<file path="config.mk">
export PLATFORM = sky130hd
export DESIGN_NAME = rf_sync_ctrl_flat
export DESIGN_NICKNAME = d
export VERILOG_FILES = /design/src/rtl/rf_sync_ctrl_pkg.sv /design/src/rtl/rf_sync_ctrl_if.sv /design/src/rtl/bsg_mem_2r1w_sync.sv /design/src/rtl/rf_sync_ctrl_read_port.sv /design/src/rtl/rf_sync_ctrl.sv /design/src/flat_wrapper.sv
export SDC_FILE = /design/constraint.sdc
export NUM_CORES = 2
export LEC_CHECK = 0
export BUFFER_PORTS_ARGS = -buffer_cell sky130_fd_sc_hd__buf_2
export CORE_ASPECT_RATIO = 0.7
export CORE_MARGIN = 2
export CORE_UTILIZATION = 55
export DETAILED_ROUTE_END_ITERATION = 12
export PLACE_DENSITY = 0.76
export SLEW_MARGIN = 15
export SYNTH_ARGS = -nofsm -noshare
export SYNTH_HDL_FRONTEND = slang
export SYNTH_SLANG_ARGS = --single-unit
</file>
<file path="constraint.sdc">
create_clock -name clk_i -period 3.69 [get_ports clk_i]
set_input_delay 0.5535 -clock clk_i [delete_from_list [all_inputs] [get_ports clk_i]]
set_output_delay 0.5535 -clock clk_i [all_outputs]
set_load 0.02 [all_outputs]
</file>
<file path="src/rtl/rf_sync_ctrl_pkg.sv">
// Shared types and helpers for the register-file controller.
package rf_sync_ctrl_pkg;

  // Controller phase: CLEAR zeroes the array after reset, READY serves the core.
  typedef enum logic {
    CLEAR = 1'b0,
    READY = 1'b1
  } rf_ctrl_state_e;

  // Address width that stays at least one bit for degenerate sizes.
  function automatic int safe_clog2(input int n);
    return (n <= 1) ? 1 : $clog2(n);
  endfunction

endpackage

</file>
<file path="src/rtl/rf_sync_ctrl_if.sv">
// Decode/writeback side bundle of the register-file controller.
interface rf_sync_ctrl_if #(
  parameter int width_p       = 32,
  parameter int addr_width_lp = 5
);

  logic                     ready_o;
  logic                     w_v_i;
  logic [addr_width_lp-1:0] w_addr_i;
  logic [width_p-1:0]       w_data_i;
  logic                     r0_v_i;
  logic [addr_width_lp-1:0] r0_addr_i;
  logic [width_p-1:0]       r0_data_o;
  logic                     r1_v_i;
  logic [addr_width_lp-1:0] r1_addr_i;
  logic [width_p-1:0]       r1_data_o;

  // Core pipeline side: issues requests, consumes read data.
  modport master (
    input  ready_o, r0_data_o, r1_data_o,
    output w_v_i, w_addr_i, w_data_i,
    output r0_v_i, r0_addr_i, r1_v_i, r1_addr_i
  );

  // Controller side.
  modport slave (
    output ready_o, r0_data_o, r1_data_o,
    input  w_v_i, w_addr_i, w_data_i,
    input  r0_v_i, r0_addr_i, r1_v_i, r1_addr_i
  );

endinterface

</file>
<file path="src/rtl/bsg_mem_2r1w_sync.sv">
// Two synchronous read ports, one write port. A read of an address written in
// the same cycle returns the previous contents; the controller bypasses that case.
module bsg_mem_2r1w_sync #(
  parameter int width_p                = 32,
  parameter int els_p                  = 32,
  parameter int read_write_same_addr_p = 0,
  parameter int addr_width_lp          = (els_p <= 1) ? 1 : $clog2(els_p)
) (
  input  logic                     clk_i,
  input  logic                     w_v_i,
  input  logic [addr_width_lp-1:0] w_addr_i,
  input  logic [width_p-1:0]       w_data_i,
  input  logic                     r0_v_i,
  input  logic [addr_width_lp-1:0] r0_addr_i,
  output logic [width_p-1:0]       r0_data_o,
  input  logic                     r1_v_i,
  input  logic [addr_width_lp-1:0] r1_addr_i,
  output logic [width_p-1:0]       r1_data_o
);

  logic [width_p-1:0] mem_r [els_p];

  // Write port.
  always_ff @(posedge clk_i) begin
    if (w_v_i) mem_r[w_addr_i] <= w_data_i;
  end

  // Registered reads; data holds when a port is not enabled.
  always_ff @(posedge clk_i) begin
    if (r0_v_i) r0_data_o <= mem_r[r0_addr_i];
    if (r1_v_i) r1_data_o <= mem_r[r1_addr_i];
  end

endmodule

</file>
<file path="src/rtl/rf_sync_ctrl_read_port.sv">
// One read port: captures request, resolves zero entry and same-cycle write
// bypass, and holds the last delivered value while idle.
module rf_sync_ctrl_read_port #(
  parameter int width_p       = 32,
  parameter int addr_width_lp = 5,
  parameter int zero_reg_p    = 1
) (
  input  logic                     clk_i,
  input  logic                     reset_i,
  input  logic                     en_i,
  input  logic                     r_v_i,
  input  logic [addr_width_lp-1:0] r_addr_i,
  input  logic                     w_eff_i,
  input  logic [addr_width_lp-1:0] w_addr_i,
  input  logic [width_p-1:0]       w_data_i,
  input  logic [width_p-1:0]       mem_data_i,
  output logic [width_p-1:0]       r_data_o
);

  logic               rd_p0;
  logic               vld_p1;
  logic               zero_p1;
  logic               byp_p1;
  logic [width_p-1:0] byp_data_p1;
  logic [width_p-1:0] hold_p1;

  assign rd_p0 = en_i & r_v_i;

  // Request capture and hold register; the hold tracks whatever was last shown.
  always_ff @(posedge clk_i) begin
    if (reset_i) begin
      vld_p1      <= 1'b0;
      zero_p1     <= 1'b0;
      byp_p1      <= 1'b0;
      byp_data_p1 <= '0;
      hold_p1     <= '0;
    end else begin
      // ---- p0 -> p1: request, zero-entry and bypass flags ----
      vld_p1 <= rd_p0;
      if (rd_p0) begin
        zero_p1     <= (zero_reg_p != 0) && (r_addr_i == '0);
        byp_p1      <= w_eff_i && (w_addr_i == r_addr_i);
        byp_data_p1 <= w_data_i;
      end
      hold_p1 <= r_data_o;
    end
  end

  // Output select: idle ports replay the hold value so mem X never escapes.
  always_comb begin
    r_data_o = hold_p1;
    if (vld_p1) begin
      if (zero_p1)     r_data_o = '0;
      else if (byp_p1) r_data_o = byp_data_p1;
      else             r_data_o = mem_data_i;
    end
  end

endmodule

</file>
<file path="src/rtl/rf_sync_ctrl.sv">
// RV32I register-file controller: post-reset clear, zero entry, write-to-read
// bypass and idle hold around a 2R1W synchronous memory.
module rf_sync_ctrl
  import rf_sync_ctrl_pkg::*;
#(
  parameter int width_p      = 32,
  parameter int els_p        = 32,
  parameter int zero_reg_p   = 1,
  parameter int init_clear_p = 1
) (
  input  logic          clk_i,
  input  logic          reset_i,
  rf_sync_ctrl_if.slave bus
);

  localparam int addr_width_lp = safe_clog2(els_p);
  localparam logic [addr_width_lp-1:0] last_addr_lp = addr_width_lp'(els_p - 1);
  localparam logic [addr_width_lp-1:0] one_lp       = addr_width_lp'(1);

  rf_ctrl_state_e           state_r;
  logic [addr_width_lp-1:0] clr_cnt_r;
  logic                     ready_r;
  logic                     in_ready;
  logic                     clearing;
  logic                     w_eff;
  logic                     mem_w_v;
  logic [addr_width_lp-1:0] mem_w_addr;
  logic [width_p-1:0]       mem_w_data;
  logic [width_p-1:0]       mem_r0_data;
  logic [width_p-1:0]       mem_r1_data;

  assign in_ready = (state_r == READY);
  assign clearing = (state_r == CLEAR);

  // Controller FSM with clear counter; counter stops at the last entry.
  always_ff @(posedge clk_i) begin
    if (reset_i) begin
      state_r   <= (init_clear_p != 0) ? CLEAR : READY;
      clr_cnt_r <= '0;
      ready_r   <= (init_clear_p == 0);
    end else begin
      case (state_r)
        CLEAR: begin
          if (clr_cnt_r == last_addr_lp) begin
            state_r <= READY;
            ready_r <= 1'b1;
          end else begin
            clr_cnt_r <= clr_cnt_r + one_lp;
          end
        end
        READY:   ready_r <= 1'b1;
        default: state_r <= READY;
      endcase
    end
  end

  assign bus.ready_o = ready_r;

  // Writes to the hardwired zero entry are dropped before reaching the array.
  assign w_eff = in_ready & bus.w_v_i
               & ~((zero_reg_p != 0) && (bus.w_addr_i == '0));

  assign mem_w_v    = clearing | w_eff;
  assign mem_w_addr = clearing ? clr_cnt_r : bus.w_addr_i;
  assign mem_w_data = clearing ? '0 : bus.w_data_i;

  bsg_mem_2r1w_sync #(
    .width_p                (width_p),
    .els_p                  (els_p),
    .read_write_same_addr_p (0),
    .addr_width_lp          (addr_width_lp)
  ) mem (
    .clk_i     (clk_i),
    .w_v_i     (mem_w_v),
    .w_addr_i  (mem_w_addr),
    .w_data_i  (mem_w_data),
    .r0_v_i    (in_ready & bus.r0_v_i),
    .r0_addr_i (bus.r0_addr_i),
    .r0_data_o (mem_r0_data),
    .r1_v_i    (in_ready & bus.r1_v_i),
    .r1_addr_i (bus.r1_addr_i),
    .r1_data_o (mem_r1_data)
  );

  rf_sync_ctrl_read_port #(
    .width_p       (width_p),
    .addr_width_lp (addr_width_lp),
    .zero_reg_p    (zero_reg_p)
  ) rp0 (
    .clk_i      (clk_i),
    .reset_i    (reset_i),
    .en_i       (in_ready),
    .r_v_i      (bus.r0_v_i),
    .r_addr_i   (bus.r0_addr_i),
    .w_eff_i    (w_eff),
    .w_addr_i   (bus.w_addr_i),
    .w_data_i   (bus.w_data_i),
    .mem_data_i (mem_r0_data),
    .r_data_o   (bus.r0_data_o)
  );

  rf_sync_ctrl_read_port #(
    .width_p       (width_p),
    .addr_width_lp (addr_width_lp),
    .zero_reg_p    (zero_reg_p)
  ) rp1 (
    .clk_i      (clk_i),
    .reset_i    (reset_i),
    .en_i       (in_ready),
    .r_v_i      (bus.r1_v_i),
    .r_addr_i   (bus.r1_addr_i),
    .w_eff_i    (w_eff),
    .w_addr_i   (bus.w_addr_i),
    .w_data_i   (bus.w_data_i),
    .mem_data_i (mem_r1_data),
    .r_data_o   (bus.r1_data_o)
  );

  // Out-of-range addresses only matter for non-power-of-two sizes.
  always_ff @(posedge clk_i) begin
    if (!reset_i && in_ready) begin
      assert (!bus.w_v_i  || int'(bus.w_addr_i)  < els_p);
      assert (!bus.r0_v_i || int'(bus.r0_addr_i) < els_p);
      assert (!bus.r1_v_i || int'(bus.r1_addr_i) < els_p);
    end
  end

endmodule

</file>
<file path="src/flat_wrapper.sv">
// flat-port wrapper written by rule: the top's interface ports become plain ports
module rf_sync_ctrl_flat import rf_sync_ctrl_pkg::*;
#(
  parameter int width_p      = 32,
  parameter int els_p        = 32,
  parameter int zero_reg_p   = 1,
  parameter int init_clear_p = 1
)
  (clk_i, reset_i, bus_ready_o, bus_r0_data_o, bus_r1_data_o, bus_w_v_i, bus_w_addr_i, bus_w_data_i, bus_r0_v_i, bus_r0_addr_i, bus_r1_v_i, bus_r1_addr_i);
  rf_sync_ctrl_if #(.width_p(width_p), .addr_width_lp(5)) bus_i ();
  input  logic clk_i;
  input  logic reset_i;
  output wire logic [$bits(bus_i.ready_o)-1:0] bus_ready_o;
  output wire logic [$bits(bus_i.r0_data_o)-1:0] bus_r0_data_o;
  output wire logic [$bits(bus_i.r1_data_o)-1:0] bus_r1_data_o;
  input wire logic [$bits(bus_i.w_v_i)-1:0] bus_w_v_i;
  input wire logic [$bits(bus_i.w_addr_i)-1:0] bus_w_addr_i;
  input wire logic [$bits(bus_i.w_data_i)-1:0] bus_w_data_i;
  input wire logic [$bits(bus_i.r0_v_i)-1:0] bus_r0_v_i;
  input wire logic [$bits(bus_i.r0_addr_i)-1:0] bus_r0_addr_i;
  input wire logic [$bits(bus_i.r1_v_i)-1:0] bus_r1_v_i;
  input wire logic [$bits(bus_i.r1_addr_i)-1:0] bus_r1_addr_i;
  assign bus_ready_o = bus_i.ready_o;
  assign bus_r0_data_o = bus_i.r0_data_o;
  assign bus_r1_data_o = bus_i.r1_data_o;
  assign bus_i.w_v_i = bus_w_v_i;
  assign bus_i.w_addr_i = bus_w_addr_i;
  assign bus_i.w_data_i = bus_w_data_i;
  assign bus_i.r0_v_i = bus_r0_v_i;
  assign bus_i.r0_addr_i = bus_r0_addr_i;
  assign bus_i.r1_v_i = bus_r1_v_i;
  assign bus_i.r1_addr_i = bus_r1_addr_i;
  rf_sync_ctrl #(.width_p(width_p), .els_p(els_p), .zero_reg_p(zero_reg_p), .init_clear_p(init_clear_p)) u_core (.clk_i(clk_i), .reset_i(reset_i), .bus(bus_i));
endmodule
</file>
==> flow_metrics.tcl <==
set metrics [dict create \
    status "finished clean" \
    initial_core_util_pct 55.4 \
    drive_above_1_share_pct 11.5 \
    synth_top_family_by_area "multiplexers" \
    fin_nets 4344 \
    clkTransAtPathRegs_ns 0.07 \
    cp-start-kind "flip-flop" \
    via_per_inst 6.67 \
    drt-total-wl_um 163000 \
    min_period_ns 3.17 \
    timing.setup.tns_ns 0 \
    final_area_um2 63200 \
    final-setup-viol-count 0 \
    ys_seq_area_share_pct 62.7 \
    cts_tree "done" \
    post_synth_xor_area_fraction_pct 0.201 \
    ant_nets 0 \
    path_buf_inv 2 \
    p_switching_uw 6610 \
    cp-startpoint "u_core.rp0.byp_p1" \
    p_seq_share_pct 52.2 \
    crit_slowest_cell "dfxtp_2" \
    synth.avg_cell_area_um2 13.5 \
    syn_inst 4209 \
    crit_chain "buf_4 -> mux2i_1 -> o22ai_1 -> buf_2" \
    die_w_um 388 \
    switching_share_pct 22.8 \
    p_clk_share_pct 40.4 \
    tightestPinTransition_ns 1.16 \
    area_growth_pct 11.6 \
    fill_cells 7482 \
    synth_mux_area_share_pct 19.3 \
    die-height_um 272 \
    finalCritPeriodShare_pct 86.0 \
    power_density_nw_per_um2 459 \
    relSlewSlack_pct 22.4 \
    hp-class "primary input to flip-flop" \
    dp_hpwl_um 98000 \
    h-tree-depth 3 \
    drt-initial-drc-count 5194 \
    io_buffers 116 \
    post_cts_resized 0 \
    antenna_found_initial 5 \
    synth.distinct_cells 40 \
    cts_root_buffer "clkbuf_16" \
    gp_congestion 0.882 \
    crit_path_max_fanout 28 \
    placed_area_um2 59500 \
    drc 0 \
    async_reset_ff_share_pct 0 \
    cp.required_ns 3.14 \
    reg2reg_depth 4 \
    synth_warnings 0 \
    wl_per_cell_um 28.4 \
    cts_max_path_buffers 3 \
    fmax_mhz 315 \
    num_vias 38200 \
    cts_hold_buf 0 \
    grt_overflow 0 \
    p_leak_uw 0.0231 \
    syn_area_um2 56600 \
    reg2reg_to "u_core.mem.mem_r[0][19]" \
    maxCapViolCount 0 \
    yosysTopAreaCell "edfxtp_1" \
    fin_skew_ns 0.0367 \
    synth_edf_count 1088 \
    cts_sinks 1229 \
    p_comb_share_pct 7.4 \
    core_um2 102000 \
    synth-simple-area-share_pct 6.27 \
    cp-end-kind "output pin" \
    final-instance-count-excl-fill 5734 \
    crit_arrival_ns 2.62 \
    yosys.area_share.adder_pct 0.0442 \
    clk_latency_ns 0.73 \
    r2r_setup_slack_ns 0.84 \
    grt_pass1_vias 37200 \
    die_area_um2 106000 \
    hold_viol 0 \
    worst_ir_drop_vdd_mv 0.442 \
    maxSlewViolCount 0 \
    synth_top_cell_area_share_pct 57.7 \
    max_stage_delay_ns 0.99 \
    synth_compound_area_share_pct 8.40 \
    grt_pass1_wl_um 238000 \
    cp.depth 4 \
    cts_setup_buffers 0 \
    reg2reg_from "u_core.in_ready" \
    synth_nets 4263 \
    first_pass_iters 6 \
    synthFlopType "edfxtp_1" \
    core.rowCount 98 \
    post-place-cells 5529 \
    rsz0062_at_grt "false" \
    grt.total_usage_pct 30.3 \
    grt_max_degree 83 \
    yosys-top-cells-area "edfxtp_1 58%, mux2i_1 19%, dfxtp_1 5.0%" \
    ys_ff_latch 1229 \
    p_int_uw 22400 \
    cp-endpoint "bus_r0_data_o[27]" \
    io-pin-count 117 \
    worstSetupPathType "flip-flop to output pin" \
    cts_buffers 109 \
    critical-path-top-delay-family "flip-flops" \
]
-- cell families (layout without fill, tap and decap cells) --
family / Yosys count / count (layout)
AO/OA/AOI/OAI: 722 / 722
XOR/XNOR: 13 / 13
adder cells (fa/ha/maj): 2 / 2
buffers and inverters: 377 / 550
flip-flops: 1229 / 1229
multiplexers: 1090 / 1090
other: 0 / 2
AND/OR/NAND/NOR: 776 / 776
-- power by group through the flow --
stage                     Sequential (µW)  Clock, µW  Combinational [µW]
final                               15200      11700                2150
after detailed placement            15500          0                2100
after floorplan                     15400          0                1370
after global placement              15400          0                2080
after global routing                15200      12300                2230
after CTS                           15200      11700                2110
-- cell usage after synthesis (all sizes together), types with 2 or more instances --
master,instances
mux2i,1089
edfxtp,1088
nand2,345
a21oi,265
nand3,195
a22oi,192
buf,182
dfxtp,141
a22o,128
clkbuf,128
nor2b,68
nor3,67
inv,65
a31oi,64
o22ai,64
nor2,49
and2,34
xnor2,10
nand2b,6
o21ai,5
nand4,3
xor2,3
clkinv,2
ha,2
nor3b,2
nor4,2
or2,2
-- per-stage QoR --
step                hold slack [ns]  setup WS (ns)  total power [µW]  util (%)
global route                 0.0808          0.389             29700      61.9
CTS                          0.0615          0.524             29000      61.9
finish                       0.0914          0.515             29000      61.9
detailed placement            0.446          0.737             17600      58.3
global placement              0.438          0.732             17500      58.3
floorplan                     0.427          0.567             16800         -
-- worst min path at each step --
stage	startpoint	endpoint	slack [ns]	cells after the start
floorplan	u_core.rp0.zero_p1	u_core.rp0.zero_p1	0.43	2
global placement	u_core.rp1.zero_p1	u_core.rp1.zero_p1	0.44	2
detailed placement	u_core.rp0.byp_data_p1[1]	u_core.rp0.byp_data_p1[1]	0.45	2
CTS	bus_w_data_i[15]	u_core.rp0.byp_data_p1[15]	0.06	3
global route	bus_w_data_i[20]	u_core.rp1.byp_data_p1[20]	0.08	3
finish	bus_w_data_i[15]	u_core.rp0.byp_data_p1[15]	0.09	3
-- metal layers --
| layer | routed length (µm) | part of all wire (%) | track usage [%] |
|---|---|---|---|
| met2 | 74500 | 46 | 47.2 |
| met1 | 65400 | 40 | 42.2 |
| met4 | 7110 | 4.4 | 13.5 |
| met5 | 13 | 0.0080 | 0 |
| met3 | 16000 | 9.8 | 5.04 |
-- registers in the layout, indices dropped and copies added, names as in the netlist --
signal and flops:
u_core.rp0.byp_data_p1 32, u_core.rp1.vld_p1 1, u_core.mem.r0_data_o 32, u_core.rp0.hold_p1 32, u_core.rp1.hold_p1 32, u_core.mem.r1_data_o 32, u_core.rp1.byp_data_p1 32, u_core.rp1.zero_p1 1
u_core.bus.ready_o 1, u_core.clr_cnt_r 5, u_core.rp1.byp_p1 1, u_core.rp0.byp_p1 1, u_core.rp0.zero_p1 1, u_core.rp0.vld_p1 1, u_core.in_ready 1, u_core.mem.mem_r 1024
-- placed cells by master (no fill, tap or decap), drive strengths merged --
| cell type | netlist | layout |
|---|---|---|
| o211ai | 1 | 1 |
| o21ai | 5 | 5 |
| and2 | 34 | 34 |
| bufinv | 0 | 12 |
| nor2b | 68 | 68 |
| buf | 182 | 280 |
| mux2i | 1089 | 1089 |
| nor3b | 2 | 2 |
| a31oi | 64 | 64 |
| clkbuf | 128 | 131 |
| nand2b | 6 | 6 |
| a22o | 128 | 128 |
| nor3 | 67 | 67 |
| nand4 | 3 | 3 |
| a22oi | 192 | 192 |
| or2 | 2 | 2 |
| xnor2 | 10 | 10 |
| o32ai | 1 | 1 |
| o22ai | 64 | 64 |
| nand3b | 1 | 1 |
| nor2 | 49 | 49 |
| inv | 65 | 72 |
| clkinvlp | 0 | 2 |
| nor4 | 2 | 2 |
| nand2 | 345 | 345 |
| xor2 | 3 | 3 |
| o22a | 1 | 1 |
| mux2 | 1 | 1 |
| ha | 2 | 2 |
| diode | 0 | 2 |
| dfxtp | 141 | 141 |
| clkinv | 2 | 53 |
| o31ai | 1 | 1 |
| edfxtp | 1088 | 1088 |
| a21oi | 265 | 265 |
| nand3 | 195 | 195 |
| and3 | 1 | 1 |
| or4 | 1 | 1 |
-- final cells by class --
| class | instances | area (µm²) | share of cell area, % |
|---|---|---|---|
| repair buffers | 280 | 2430 | 3.85 |
| diodes | 2 | 5.00 | 0.00792 |
| clock buffers | 131 | 2970 | 4.70 |
| flip-flops and latches | 1229 | 35500 | 56.2 |
| clock inverters | 72 | 668 | 1.06 |
| well taps | 1350 | 1690 | 2.67 |
| inverters | 67 | 251 | 0.398 |
| multi-input cells | 2603 | 19700 | 31.1 |
-- tightest hold or removal path: cells and delay by family --
kind / cells / cell delay (ns)
AO/OA/AOI/OAI: 1 / 0.05
AND/OR/NAND/NOR: 1 / 0.05
buffers and inverters: 1 / 0.11
No activity file was read; power rests on OpenSTA's default activity.
